==> src/rtl/load_pattern_gen_if.sv <==
// Stream link carrying generated packet words from the pattern generator.
// Handshake: a word moves on every rising clk edge where out_valid and
// out_ready are both high. While out_valid is high and out_ready is low the
// master holds out_data/out_last stable and never drops out_valid. out_ready
// may change at any time and has no effect while out_valid is low.
interface load_pattern_gen_if #(
   parameter int DW = 16
);
   logic [DW-1:0] out_data;
   logic          out_valid;
   logic          out_ready;
   logic          out_last;

   modport master (output out_data, output out_valid, output out_last, input out_ready);
   modport slave  (input out_data, input out_valid, input out_last, output out_ready);
endinterface

==> src/rtl/load_pattern_gen.sv <==
// Framed test-packet generator: 12-byte header, patterned payload, CRC-16
// trailer, emitted on a flow-controlled stream of DW-bit big-endian words.
module load_pattern_gen #(
   parameter int          DW        = 16,
   parameter logic [14:0] PRBS_SEED = 15'h7FFF
) (
   input  logic        clk,
   input  logic        nRST,
   input  logic        start,
   input  logic        stop,
   input  logic [1:0]  mode,
   input  logic [7:0]  fixed_byte,
   input  logic [31:0] packet_head,
   input  logic [15:0] flag_set,
   input  logic [23:0] length_set,
   input  logic [15:0] num_packets,
   input  logic [7:0]  gap_cycles,
   load_pattern_gen_if.master link,
   output logic        busy,
   output logic        done,
   output logic        cfg_err,
   output logic [23:0] pkt_seq,
   output logic [1:0]  dbg_state
);

   localparam int         BPW      = DW / 8;
   localparam logic [1:0] LEN_MASK = 2'(BPW - 1);

   typedef enum logic [1:0] {S_IDLE = 2'd0, S_SEND = 2'd1, S_GAP = 2'd2, S_DONE = 2'd3} state_t;

   state_t state_q, state_d;

   // Configuration latched on an accepted start
   logic [1:0]    mode_q;
   logic [7:0]    fixed_q;
   logic [31:0]   head_q;
   logic [15:0]   flag_q;
   logic [23:0]   len_q;
   logic [15:0]   num_q;
   logic [7:0]    gap_q;

   // Per-packet generator state: next byte offset, running CRC, PRBS register
   logic [23:0]   pos_q;
   logic [15:0]   crc_q;
   logic [14:0]   prbs_q;
   logic [15:0]   cnt_q;
   logic [7:0]    gap_cnt_q;
   logic          stop_seen_q;
   logic          rej_q;

   // Registered outputs
   logic [DW-1:0] data_q;
   logic          valid_q, last_q, busy_q, done_q, cfg_err_q;
   logic [23:0]   seq_q;

   // Control strobes
   logic          start_ok, xfer, last_xfer, count_hit, stop_any, load, restart;

   // Generator results for the word about to be loaded
   logic [23:0]   g_pos, g_seq, b;
   logic [15:0]   g_crc, c;
   logic [14:0]   g_prbs, p;
   logic [DW-1:0] w;
   logic [7:0]    lb, pb, k8;
   logic          nb, gen_last;

   // Next-output values
   logic [DW-1:0] data_d;
   logic          valid_d, last_d, done_d;

   function automatic logic [15:0] crc_byte(input logic [15:0] crc_in, input logic [7:0] d);
      logic [15:0] r;
      r = crc_in ^ {d, 8'h00};
      for (int j = 0; j < 8; j++) begin
         r = r[15] ? ((r << 1) ^ 16'h1021) : (r << 1);
      end
      return r;
   endfunction

   assign start_ok  = (length_set >= 24'd16) && ((length_set[1:0] & LEN_MASK) == 2'b00);
   assign xfer      = valid_q & link.out_ready;
   assign last_xfer = xfer & last_q;
   assign count_hit = (num_q != 16'd0) && ((cnt_q + 16'd1) == num_q);
   assign stop_any  = stop | stop_seen_q;

   // State register
   always_ff @(posedge clk or negedge nRST) begin
      if (!nRST) state_q <= S_IDLE;
      else       state_q <= state_d;
   end

   // Next-state logic and word-load strobes
   always_comb begin
      state_d = state_q;
      load    = 1'b0;
      restart = 1'b0;
      case (state_q)
         S_IDLE: if (start && start_ok) state_d = S_SEND;
         S_SEND: begin
            if (last_xfer) begin
               if (count_hit || stop_any) begin
                  state_d = S_DONE;
               end else if (gap_q == 8'd0) begin
                  load    = 1'b1;
                  restart = 1'b1;
               end else begin
                  state_d = S_GAP;
               end
            end else if ((!valid_q || xfer) && (pos_q != len_q)) begin
               load = 1'b1;
            end
         end
         S_GAP: begin
            if (stop_any) begin
               state_d = S_DONE;
            end else if (gap_cnt_q == 8'd0) begin
               state_d = S_SEND;
               load    = 1'b1;
               restart = 1'b1;
            end
         end
         S_DONE: state_d = S_IDLE;
         default: state_d = S_IDLE;
      endcase
   end

   // Word generator: builds BPW bytes starting at g_pos, advancing CRC and PRBS lane by lane
   always_comb begin
      g_pos  = restart ? 24'd0 : pos_q;
      g_crc  = restart ? 16'hFFFF : crc_q;
      g_prbs = restart ? PRBS_SEED : prbs_q;
      g_seq  = (restart && state_q == S_SEND) ? seq_q + 24'd1 : seq_q;
      c      = g_crc;
      p      = g_prbs;
      w      = '0;
      b      = '0;
      lb     = '0;
      pb     = '0;
      k8     = '0;
      nb     = 1'b0;
      for (int i = 0; i < BPW; i++) begin
         b  = g_pos + 24'(i);
         k8 = 8'(b - 24'd12);
         lb = 8'h00;
         if (b < 24'd12) begin
            case (b[3:0])
               4'd0:  lb = head_q[31:24];
               4'd1:  lb = head_q[23:16];
               4'd2:  lb = head_q[15:8];
               4'd3:  lb = head_q[7:0];
               4'd4:  lb = g_seq[23:16];
               4'd5:  lb = g_seq[15:8];
               4'd6:  lb = g_seq[7:0];
               4'd7:  lb = flag_q[15:8];
               4'd8:  lb = flag_q[7:0];
               4'd9:  lb = len_q[23:16];
               4'd10: lb = len_q[15:8];
               default: lb = len_q[7:0];
            endcase
         end else if (b < len_q - 24'd2) begin
            for (int j = 7; j >= 0; j--) begin
               nb    = p[14] ^ p[13];
               p     = {p[13:0], nb};
               pb[j] = nb;
            end
            case (mode_q)
               2'b00:   lb = k8;
               2'b01:   lb = pb;
               2'b10:   lb = fixed_q;
               default: lb = 8'h00;
            endcase
         end else if (b == len_q - 24'd2) begin
            lb = c[15:8];
         end else begin
            lb = c[7:0];
         end
         if (b < len_q - 24'd2) c = crc_byte(c, lb);
         w[DW-1-8*i -: 8] = lb;
      end
      gen_last = ((g_pos + 24'(BPW)) == len_q);
   end

   // Next values of the registered stream outputs and the done pulse
   always_comb begin
      valid_d = valid_q;
      last_d  = last_q;
      data_d  = data_q;
      if (load) begin
         valid_d = 1'b1;
         last_d  = gen_last;
         data_d  = w;
      end else if (xfer) begin
         valid_d = 1'b0;
         last_d  = 1'b0;
      end
      done_d = (state_q == S_SEND) && last_xfer && count_hit;
   end

   // Datapath, configuration and output registers
   always_ff @(posedge clk or negedge nRST) begin
      if (!nRST) begin
         mode_q      <= '0;
         fixed_q     <= '0;
         head_q      <= '0;
         flag_q      <= '0;
         len_q       <= '0;
         num_q       <= '0;
         gap_q       <= '0;
         pos_q       <= '0;
         crc_q       <= 16'hFFFF;
         prbs_q      <= PRBS_SEED;
         cnt_q       <= '0;
         gap_cnt_q   <= '0;
         stop_seen_q <= 1'b0;
         rej_q       <= 1'b0;
         data_q      <= '0;
         valid_q     <= 1'b0;
         last_q      <= 1'b0;
         busy_q      <= 1'b0;
         done_q      <= 1'b0;
         cfg_err_q   <= 1'b0;
         seq_q       <= '0;
      end else begin
         rej_q     <= (state_q == S_IDLE) && start && !start_ok;
         cfg_err_q <= rej_q;
         busy_q    <= (state_d != S_IDLE);
         done_q    <= done_d;
         valid_q   <= valid_d;
         last_q    <= last_d;
         data_q    <= data_d;
         if ((state_q == S_SEND || state_q == S_GAP) && stop) stop_seen_q <= 1'b1;
         if (load) begin
            pos_q  <= g_pos + 24'(BPW);
            crc_q  <= c;
            prbs_q <= p;
         end
         if (last_xfer) begin
            seq_q <= seq_q + 24'd1;
            cnt_q <= cnt_q + 16'd1;
         end
         if (state_q == S_SEND && last_xfer && state_d == S_GAP) begin
            gap_cnt_q <= gap_q - 8'd1;
         end else if (state_q == S_GAP && gap_cnt_q != 8'd0) begin
            gap_cnt_q <= gap_cnt_q - 8'd1;
         end
         if (state_q == S_IDLE && start && start_ok) begin
            mode_q      <= mode;
            fixed_q     <= fixed_byte;
            head_q      <= packet_head;
            flag_q      <= flag_set;
            len_q       <= length_set;
            num_q       <= num_packets;
            gap_q       <= gap_cycles;
            pos_q       <= '0;
            crc_q       <= 16'hFFFF;
            prbs_q      <= PRBS_SEED;
            cnt_q       <= '0;
            seq_q       <= '0;
            stop_seen_q <= 1'b0;
         end
      end
   end

   assign link.out_data  = data_q;
   assign link.out_valid = valid_q;
   assign link.out_last  = last_q;
   assign busy           = busy_q;
   assign done           = done_q;
   assign cfg_err        = cfg_err_q;
   assign pkt_seq        = seq_q;
   assign dbg_state      = state_q;

endmodule

==> src/flat_wrapper.sv <==
// flat-port wrapper written by rule: the top's interface ports become plain ports
module load_pattern_gen_flat 
#(
   parameter int          DW        = 16,
   parameter logic [14:0] PRBS_SEED = 15'h7FFF
)
  (clk, nRST, start, stop, mode, fixed_byte, packet_head, flag_set, length_set, num_packets, gap_cycles, busy, done, cfg_err, pkt_seq, dbg_state, link_out_data, link_out_valid, link_out_last, link_out_ready);
  load_pattern_gen_if #(.DW(DW)) link_i ();
  input  logic clk;
  input  logic nRST;
  input  logic start;
  input  logic stop;
  input  logic [1:0] mode;
  input  logic [7:0] fixed_byte;
  input  logic [31:0] packet_head;
  input  logic [15:0] flag_set;
  input  logic [23:0] length_set;
  input  logic [15:0] num_packets;
  input  logic [7:0] gap_cycles;
  output logic busy;
  output logic done;
  output logic cfg_err;
  output logic [23:0] pkt_seq;
  output logic [1:0] dbg_state;
  output wire logic [$bits(link_i.out_data)-1:0] link_out_data;
  output wire logic [$bits(link_i.out_valid)-1:0] link_out_valid;
  output wire logic [$bits(link_i.out_last)-1:0] link_out_last;
  input wire logic [$bits(link_i.out_ready)-1:0] link_out_ready;
  assign link_out_data = link_i.out_data;
  assign link_out_valid = link_i.out_valid;
  assign link_out_last = link_i.out_last;
  assign link_i.out_ready = link_out_ready;
  load_pattern_gen #(.DW(DW), .PRBS_SEED(PRBS_SEED)) u_core (.clk(clk), .nRST(nRST), .start(start), .stop(stop), .mode(mode), .fixed_byte(fixed_byte), .packet_head(packet_head), .flag_set(flag_set), .length_set(length_set), .num_packets(num_packets), .gap_cycles(gap_cycles), .link(link_i), .busy(busy), .done(done), .cfg_err(cfg_err), .pkt_seq(pkt_seq), .dbg_state(dbg_state));
endmodule
==> config.mk <==
export PLATFORM = sky130hd
export DESIGN_NAME = load_pattern_gen_flat
export DESIGN_NICKNAME = d
export VERILOG_FILES = /design/src/rtl/load_pattern_gen_if.sv /design/src/rtl/load_pattern_gen.sv /design/src/flat_wrapper.sv
export SDC_FILE = /design/constraint.sdc
export NUM_CORES = 1
export LEC_CHECK = 0
export ABC_AREA = 1
export CORE_ASPECT_RATIO = 1.1
export CORE_MARGIN = 3
export CORE_UTILIZATION = 31
export DETAILED_ROUTE_END_ITERATION = 7
export PLACE_DENSITY_LB_ADDON = 0.25
export SETUP_SLACK_MARGIN = 0.1
export SYNTH_ARGS = -nofsm -noshare
export SYNTH_HDL_FRONTEND = slang
export SYNTH_SLANG_ARGS = --single-unit
==> constraint.sdc <==
create_clock -name clk -period 12.75 [get_ports clk]
set_input_delay 3.1875 -clock clk [delete_from_list [all_inputs] [get_ports clk]]
set_output_delay 3.1875 -clock clk [all_outputs]
set_load 0.01 [all_outputs]
==> results of run 1 <==
==> kinds of logic (layout without fill, tap and decap cells) <==
family / count (synthesis) / count (layout) / synth area share [%]
simple gates: 1387 / 1387 / 33.5
compound gates: 457 / 457 / 14.6
buf+inv: 431 / 573 / 9.35
flops: 234 / 234 / 32.1
xor+xnor: 117 / 117 / 5.66
fa+ha+maj: 70 / 70 / 4.77
==> sequential cells by signal, indices dropped and copies added, names as in the netlist, 8 cells and up <==
register and flops:
u_core.fixed_q 8, u_core.gap_q 8, u_core.link.out_data 16, u_core.head_q 32
u_core.num_q 16, u_core.flag_q 16, u_core.cnt_q 16, u_core.len_q 24
u_core.crc_q 16, u_core.gap_cnt_q 8, u_core.prbs_q 15, u_core.pos_q 24
u_core.pkt_seq 24
==> metrics by stage <==
stage	worst slack, ns	utilization [%]
2_1_floorplan	4.76	-
5_1_grt	2.31	37.3
3_5_place_dp	2.56	35.6
6_report	3.13	37.3
3_3_place_gp	2.77	35.6
4_1_cts	3.17	37.3
==> synth_stat cells, types with 11 or more instances <==
master	instances
nor3_1	33
xor2_1	102
inv_2	16
o21ai_0	193
o22ai_1	103
ha_1	70
clkbuf_1	57
nor4_1	25
nor2_1	150
nand3_1	234
nand2_2	16
o21ai_1	18
a21oi_1	63
dfstp_2	31
xnor2_1	14
or2_2	11
inv_1	326
nand4_1	55
nor2_2	18
nand2_1	796
dfrtp_1	203
==> path summary, 6_finish.rpt <==
path	cells after the start	end
min in group asynchronous	1	u_core.pos_q[17]
hold reg to reg	0	u_core.cfg_err
setup / recovery	41	u_core.crc_q[15]
max in group asynchronous	2	u_core.pkt_seq[10]
setup reg to reg	42	u_core.crc_q[15]
hold / removal	0	u_core.cfg_err
==> power groups by stage <==
| stage | registers (mW) | logic, mW | clock network (mW) |
|---|---|---|---|
| floorplan | 0.920 | 1.12 | 0 |
| global placement | 0.953 | 1.60 | 0 |
| detailed placement | 0.951 | 1.61 | 0 |
| CTS | 0.941 | 1.62 | 0.869 |
| global route | 0.950 | 1.82 | 0.900 |
| finish | 0.943 | 1.65 | 0.850 |
==> metal layers <==
metal | vias to the layer above | routed length (um) | GRT usage, %
met5 | - | 0 | 0
met4 | 0 | 2380 | 7.09
met3 | 126 | 3490 | 2.23
met2 | 666 | 36700 | 41.5
met1 | 9193 | 31800 | 29.8
li1 | 9178 | - | -
==> worst register-to-register path, delay by kind of cell, from the launching register on <==
| family | cells | cell delay, ns |
|---|---|---|
| AND/OR/NAND/NOR | 30 | 4.28 |
| buffers and inverters | 5 | 1.45 |
| adder cells (fa/ha/maj) | 3 | 0.93 |
| AO/OA/AOI/OAI | 3 | 0.64 |
| flip-flops | 1 | 0.46 |
| XOR/XNOR | 1 | 0.15 |
==> layout make-up <==
type / count / area (um^2) / share of cell area, %
clock buffer: 44 / 862 / 4.00
clock inverter: 7 / 108 / 0.499
inverter: 352 / 1330 / 6.15
multi-input combinational: 2031 / 10800 / 49.8
sequential: 234 / 5890 / 27.3
tap: 752 / 941 / 4.36
timing repair buffer: 170 / 1690 / 7.82
==> summary.md, run 1 <==
| Metric | Value |
|---|---|
| Full die area | 62200 um^2 |
| I/O pin total | 158 |
| Worst Path Class, Setup | in2reg |
| Flip-flop and latch count after synthesis | 234 |
| Synthesized net count | 2877 |
| Status | finished clean |
| Number of global-route vias before repair | 18.5k |
| Worst vdd ir | 115 uV |
| Clk Latency, worst-skew pair | 0.60 ns |
| Largest net degree at the start of global routing | 181 |
| WL/cell | 20.7 um |
| Clock Skews | 0.0159 ns |
| DP HPWL | 58.6 mm |
| Switch Pwr | 1.54 mW |
| Final cell count without fillers | 3590 |
| Worst path required time | 13.26 ns |
| CP delay by family, top | simple AND/OR/NAND/NOR gates |
| Initial drt markers | 1434 |
| Count of max-cap constraint violations | 0 |
| Synth top area cells | dfrtp_1 (28%), nand2_1 (16%), inv_1 (6.7%) |
| Total design power | 3.44 mW |
| Most numerous cell on the critical path | nand2_1 |
| Layout area overhead | 17.6% |
| Slowest CP cell | inv_2 |
| Synth warn | 0 |
| Tmin final | 9.62 ns |
| Via density | 5.34 |
| WL final | 74.3 mm |
| Commonest non-fill, non-tap cells in the layout | nand2_1 (796), inv_1 (326), nand3_1 (234) |
| Commonest non-fill, non-tap cell in the layout | nand2_1 |
| Diodes inserted | 0 |
| Crit. End Element | flip-flop |
| RSZ-0062 raised after global routing | no |
| Buffers and inverters on the worst path | 6 |
| Syn Std Cell Area | 18400 um^2 |
| FF-to-FF Start | u_core.cnt_q[0] |
| Cells after Synth | 2696 |
| Clk slew on worst S/H paths | 0.06 ns |
| Final setup vio count | 0 |
| Cell-internal power | 1.90 mW |
| Die extent in y | 261 um |
| Crit-path max FO | 43 |
| DP Area | 20600 um^2 |
| Logic pwr share | 47.9% |
| Postcts setup bufs | 0 |
| RD Place Congestion | 0.951 |
| Post-route DRC | 0 |
| Total core area | 57900 um^2 |
| Slew @ Worst Pin | 1.04 ns |
| Cts repair resizes | 0 |
| Share of cells above drive strength 1 | 6.84% |
| Async S/R FF share, synth | 100% |
| Hold bufs inserted after CTS | 0 |
| Sequential power share | 27.4% |
| Root buf cell | clkbuf_16 |
| Post-synth EDFFs | 0 |
| Starting density of the core | 31.7% |
| Pleak | 10.6 nW |
| Post-synth top area share | 27.7% |
| PortBufs | 157 |
| Cts bufs inserted | 29 |
| Power per cell area | 159 nW/um^2 |
| Row cnt | 92 |
| Hold path start | u_core.rej_q |
| Startpoint types | input pin |
| Min-Delay Path Class | reg2reg |
| Drt pass-1 iters | 5 |
| Largest area contributor in the netlist | dfrtp_1 |
| Critical Path Source | link_out_ready |
| Post-Syn Area per Cell | 6.81 um^2 |
| TNS Setup | 0 ns |
| # fillers | 6192 |
| GRT Resource Usage Total | 23.3% |
| H-tree levels | 1 |
| Arrival time at the worst endpoint | 10.14 ns |
| Placed insts | 3539 |
| Sw Share | 44.8% |
| Part of the cycle the worst path needs | 75.5% |
| Finished Cell Area | 21600 um^2 |
| Synth cell types | 67 |
| Slew margin rel. | 30.3% |
| FF-to-FF setup slack | 4.76 ns |
| Fin nets | 2999 |
| Die Width | 238 um |
| Initial antenna violation count | 0 |
| Worst-case hold slack | 0.350 ns |
| Longest Clk Path Bufs | 3 |
| Antenna Violating Nets Remaining | 0 |
| Final Hold Viols | 0 |
| Seq/Total Area, Yosys | 32.1% |
| Routed vias | 19.2k |
| Clock share of power | 24.7% |
| CP max stage delay | 0.67 ns |
| Global-route wire length before repair | 112 mm |
| Dominant synthesized flop cell | dfrtp_1 |
| Max Clock Freq | 0.104 GHz |
| Slew Limit Fails | 0 |
| Gr ovfl total | 0 |
| CTS tree | built |
| Clock sink total | 234 |
No activity file was read; power rests on OpenSTA's default activity.
==> run 2: changes to the inputs <==
Clock period 12.75 ns to 8.7 ns, I/O delays scaled along.
==> summary.md, run 2 (same netlist as run 1, synthesis figures left out) <==
| Metric | Value |
|---|---|
| Worst vdd ir | 191 uV (+67%) |
| Power per cell area | 237 nW/um^2 (+49%) |
| Finished Cell Area | 22000 um^2 (+2.2%) |
| Final Hold Viols | 0 (unchanged) |
| WL/cell | 20.2 um (-2.3%) |
| Total core area | 57900 um^2 (unchanged) |
| Slew Limit Fails | 0 (unchanged) |
| Gr ovfl total | 0 (unchanged) |
| Clk slew on worst S/H paths | 0.06 ns (about the same) |
| Slew @ Worst Pin | 0.987 ns (-0.0567 ns) |
| Met2 track demand over resource | 41.1% (-0.37 points) |
| Sequential power share | 26.3% (-1.1 points) |
| Arrival time at the worst endpoint | 8.19 ns (-1.95 ns) |
| Postcts setup bufs | 0 (unchanged) |
| Drt pass-1 iters | 6 (+1) |
| Crit-path max FO | 23 (-47%) |
| Via density | 5.29 (-0.86%) |
| Startpoint types | input pin |
| Share of cells above drive strength 1 | 8.60% (+1.8 points) |
| Status | finished clean |
| Switch Pwr | 2.27 mW (+48%) |
| Total design power | 5.23 mW (+52%) |
| Layer with the highest usage | met2 |
| Commonest non-fill, non-tap cells in the layout | nand2_1 (796), inv_1 (326), nand3_1 (234) |
| Part of the cycle the worst path needs | 88.4% |
| Worst path required time | 9.19 ns (-4.07 ns) |
| Max reg flops | 32 (unchanged) |
| Clock Skews | 0.0388 ns (+0.0229 ns) |
| Full die area | 62200 um^2 (unchanged) |
| RD Place Congestion | 0.992 (+4.3%) |
| H-tree levels | 1 (unchanged) |
| Commonest non-fill, non-tap cell in the layout | nand2_1 |
| I/O pin total | 158 (unchanged) |
| Fin nets | 3053 (+1.8%) |
| Clk Latency, worst-skew pair | 0.60 ns (about the same) |
| WL final | 73.7 mm (-0.77%) |
| Cts repair resizes | 0 (unchanged) |
| Die Width | 238 um (unchanged) |
| DP Area | 21000 um^2 (+2.0%) |
| Initial antenna violation count | 0 (unchanged) |
| Initial drt markers | 1662 (+16%) |
| PortBufs | 157 (unchanged) |
| Pleak | 10.9 nW (+2.7%) |
| Most numerous cell on the critical path | nand2_1 |
| Root buf cell | clkbuf_16 |
| Longest Clk Path Bufs | 3 (unchanged) |
| Sw Share | 43.5% (-1.3 points) |
| Biggest register | u_core.head_q |
| Logic pwr share | 48.8% (+0.9 points) |
| CP max stage delay | 0.52 ns (-0.15 ns) |
| Tmin final | 7.69 ns |
| GR Util met1 | 29.2% (-0.58 points) |
| Crit. End Element | flip-flop |
| Diodes inserted | 0 (unchanged) |
| DP HPWL | 58.8 mm (+0.31%) |
| Cell-internal power | 2.95 mW (+55%) |
| Slew margin rel. | 34.1% (+3.8 points) |
| Max Clock Freq | 0.130 GHz |
| Row cnt | 92 (unchanged) |
| Layout area overhead | 20.1% |
| Antenna Violating Nets Remaining | 0 (unchanged) |
| Min-Delay Path Class | reg2reg |
| Largest net degree at the start of global routing | 180 (-0.55%) |
| Starting density of the core | 31.7% (unchanged) |
| TNS Setup | 0 ns (unchanged) |
| Global-route wire length before repair | 113 mm (+0.75%) |
| Global-route track usage on met3 | 2.27% (+0.042 points) |
| Clock sink total | 234 (unchanged) |
| Routed vias | 19.3k (+0.68%) |
| Hold bufs inserted after CTS | 0 (unchanged) |
| RSZ-0062 raised after global routing | no |
| CTS tree | built |
| Count of max-cap constraint violations | 0 (unchanged) |
| Cts bufs inserted | 29 (unchanged) |
| Clock share of power | 24.9% (+0.2 points) |
| GRT Resource Usage Total | 23.4% (+0.11 points) |
| Post-route DRC | 0 (unchanged) |
| Slowest CP cell | clkdlybuf4s50_1 |
| Number of global-route vias before repair | 19.3k (+4.6%) |
| Final setup vio count | 0 (unchanged) |
| Worst Path Class, Setup | in2reg |
| Die extent in y | 261 um (unchanged) |
run 2: cell types whose count changed in the layout (fill, tap and decap cells not counted), sizes merged:
cell | before | now
clkinv | 10 | 12
clkbuf | 44 | 41
bufinv | 2 | 5
buf | 14 | 68
run 2: path summary, 6_finish.rpt:
path | endpoint | cells past startpoint | from | slack [ns]
hold reg to reg | u_core.cfg_err | 0 | u_core.rej_q | 0.36
setup reg to reg | u_core.crc_q[8] | 44 | u_core.cnt_q[0] | 1.77
setup / recovery | u_core.crc_q[0] | 37 | link_out_ready | 1.01
hold / removal | u_core.cfg_err | 0 | u_core.rej_q | 0.36
min in group asynchronous | u_core.pos_q[17] | 1 | nRST | 1.61
max in group asynchronous | u_core.pkt_seq[15] | 2 | nRST | 5.68
run 2: routing by layer:
metal | vias to the layer above | share of wire (%)
met5 | - | 0
met4 | 0 | 4.9
met3 | 176 | 4.9
met2 | 716 | 49
met1 | 9127 | 42
li1 | 9275 | -
run 2: area by class of cell:
type	instances	area, um^2
multi-input cells	2031	10800
clock buffers	41	811
well taps	752	941
repair buffers	224	2100
inverters	352	1330
fillers	6156	35900
flip-flops and latches	234	5890
clock inverters	12	211
run 2: worst max-delay path, delay by kind of cell:
family	cells	cell delay (ns)
compound gates	2	0.46
fa+ha+maj	1	0.33
buf+inv	6	1.52
simple gates	28	3.65
run 2: per-stage QoR:
| stage | hold WS (ns) | utilization, % | cells | setup slack (ns) |
|---|---|---|---|---|
| final | 0.362 | 38.1 | 3646 | 1.01 |
| after global placement | 0.339 | 36.3 | 3593 | 0.638 |
| after floorplan | 0.331 | - | 2696 | 1.72 |
| after detailed placement | 0.357 | 36.3 | 3593 | 0.473 |
| after global routing | 0.377 | 38.1 | 3646 | 0.467 |
| after CTS | 0.371 | 38.1 | 3646 | 1.08 |
run 2: power groups by stage:
stage,combinational [mW],sequential (mW),clock [mW]
CTS,2.51,1.37,1.34
finish,2.55,1.37,1.30
global placement,2.50,1.39,0
floorplan,1.64,1.35,0
global route,2.82,1.39,1.38
detailed placement,2.50,1.39,0
==> run 3: changes to the inputs <==
Settings changed: CTS_CLUSTER_SIZE set to 24, SLEW_MARGIN set to 30.
==> summary.md, run 3 (same netlist as run 1, synthesis figures left out) <==
| Metric | Value |
|---|---|
| Status | finished clean |
| Worst path required time | 9.19 ns (about the same) |
| Largest net degree at the start of global routing | 180 (unchanged) |
| Logic pwr share | 48.8% (about the same) |
| Total design power | 5.23 mW (about the same) |
| Die extent in y | 261 um (unchanged) |
| Drt pass-1 iters | 6 (unchanged) |
| Share of cells above drive strength 1 | 8.60% (unchanged) |
| Biggest register | u_core.head_q |
| PortBufs | 157 (unchanged) |
| Root buf cell | clkbuf_16 |
| GRT Resource Usage Total | 23.4% (unchanged) |
| Slew Limit Fails | 0 (unchanged) |
| Max reg flops | 32 (unchanged) |
| Layout area overhead | 20.1% (about the same) |
| Commonest non-fill, non-tap cell in the layout | nand2_1 |
| Routed vias | 19.3k (+0.036%) |
| Slowest CP cell | clkdlybuf4s50_1 |
| Sequential power share | 26.3% (about the same) |
| TNS Setup | 0 ns (unchanged) |
| Row cnt | 92 (unchanged) |
| CTS tree | built |
| Count of max-cap constraint violations | 0 (unchanged) |
| Slew margin rel. | 39.3% (+5.2 points) |
| Dpl ws | 0.473 ns (unchanged) |
| RSZ-0062 raised after global routing | no |
| Cts repair resizes | 0 (unchanged) |
| Max Clock Freq | 0.130 GHz (about the same) |
| Pleak | 10.9 nW (about the same) |
| DP Area | 21000 um^2 (unchanged) |
| Cell-internal power | 2.95 mW (about the same) |
| Commonest non-fill, non-tap cells in the layout | nand2_1 (796), inv_1 (326), nand3_1 (234) |
| Longest Clk Path Bufs | 3 (unchanged) |
| Slew @ Worst Pin | 0.908 ns (-0.0791 ns) |
| Switch Pwr | 2.27 mW (about the same) |
| Placed insts | 3593 (unchanged) |
| R2R cell count | 44 (unchanged) |
| Clock sink total | 234 (unchanged) |
| Worst-case hold slack | 0.362 ns (unchanged) |
| Hold bufs inserted after CTS | 0 (unchanged) |
| Cts bufs inserted | 29 (unchanged) |
| Starting density of the core | 31.7% (unchanged) |
| Worst vdd ir | 191 uV (about the same) |
| Power per cell area | 237 nW/um^2 (about the same) |
| Final setup vio count | 0 (unchanged) |
| Die Width | 238 um (unchanged) |
| Part of the cycle the worst path needs | 88.4% (about the same) |
| Tmin final | 7.69 ns (-0.000670 ns) |
| WL final | 73.7 mm (about the same) |
| Clk slew on worst S/H paths | 0.06 ns (about the same) |
| Global-route wire length before repair | 113 mm (unchanged) |
| RD Place Congestion | 0.992 (unchanged) |
| WL/cell | 20.2 um (about the same) |
| Initial antenna violation count | 0 (unchanged) |
| Worst Path Class, Setup | in2reg |
| Crit. End Element | flip-flop |
| Final design utilization | 38.1% (about the same) |
| Final Hold Viols | 0 (unchanged) |
| Finished Cell Area | 22000 um^2 (about the same) |
| Clk Latency, worst-skew pair | 0.60 ns (about the same) |
| DP HPWL | 58.8 mm (unchanged) |
| CP max stage delay | 0.52 ns (about the same) |
| Number of global-route vias before repair | 19.3k (unchanged) |
| Startpoint types | input pin |
| H-tree levels | 1 (unchanged) |
| Via density | 5.29 (about the same) |
| Gr ovfl total | 0 (unchanged) |
| Diodes inserted | 0 (unchanged) |
| Clock Skews | 0.0388 ns (+0.0000603 ns) |
| Post-route DRC | 0 (unchanged) |
| Sw Share | 43.5% (about the same) |
| Min-Delay Path Class | reg2reg |
| Initial drt markers | 1662 (unchanged) |
| Postcts setup bufs | 0 (unchanged) |
| Fin worst setup slack | 1.01 ns (+0.000670 ns) |
| Crit-path max FO | 23 (unchanged) |
| Final cell count without fillers | 3646 (unchanged) |
| Antenna Violating Nets Remaining | 0 (unchanged) |
| Fin nets | 3053 (unchanged) |
| Most numerous cell on the critical path | nand2_1 |
| I/O pin total | 158 (unchanged) |
| Total core area | 57900 um^2 (unchanged) |
| Arrival time at the worst endpoint | 8.18 ns (about the same) |
| Clock share of power | 24.9% (about the same) |
| Hold depth | 0 (unchanged) |
| Full die area | 62200 um^2 (unchanged) |
## run 3: metal layers
metal / vias up / global-route usage [%] / part of all wire [%]
li1: 9277 / - / -
met1: 9133 / 29.2 / 42
met2: 722 / 41.1 / 49
met5: - / 0 / 0
met4: 0 / 10.1 / 4.8
met3: 169 / 2.27 / 4.9
## run 3: worst paths after layout
| path | startpoint | end | slack, ns |
|---|---|---|---|
| setup / recovery | link_out_ready | u_core.crc_q[0] | 1.01 |
| hold / removal | u_core.rej_q | u_core.cfg_err | 0.36 |
| setup reg to reg | u_core.cnt_q[0] | u_core.crc_q[8] | 1.76 |
| hold reg to reg | u_core.rej_q | u_core.cfg_err | 0.36 |
| max in group asynchronous | nRST | u_core.pkt_seq[15] | 5.68 |
| min in group asynchronous | nRST | u_core.pos_q[17] | 1.61 |
## run 3: critical path, delay by kind of cell
| kind | cells | cell delay, ns |
|---|---|---|
| and+or+nand+nor | 28 | 3.65 |
| buffers and inverters | 6 | 1.53 |
| AOI/OAI and AO/OA | 2 | 0.46 |
| adders and majority gates | 1 | 0.33 |
## run 3: power groups by stage
stage               Clock, mW  Sequential (mW)  Combinational (mW)
finish                   1.30             1.37                2.55
global route             1.38             1.39                2.82
global placement            0             1.39                2.50
detailed placement          0             1.39                2.50
floorplan                   0             1.35                1.64
CTS                      1.34             1.37                2.51
## run 3: area by class of cell
class	count	area, um^2
clock buffers	41	811
clock inverters	12	211
fillers	6155	35900
inverters	352	1330
multi-input cells	2031	10800
flip-flops and latches	234	5890
well taps	752	941
repair buffers	224	2100
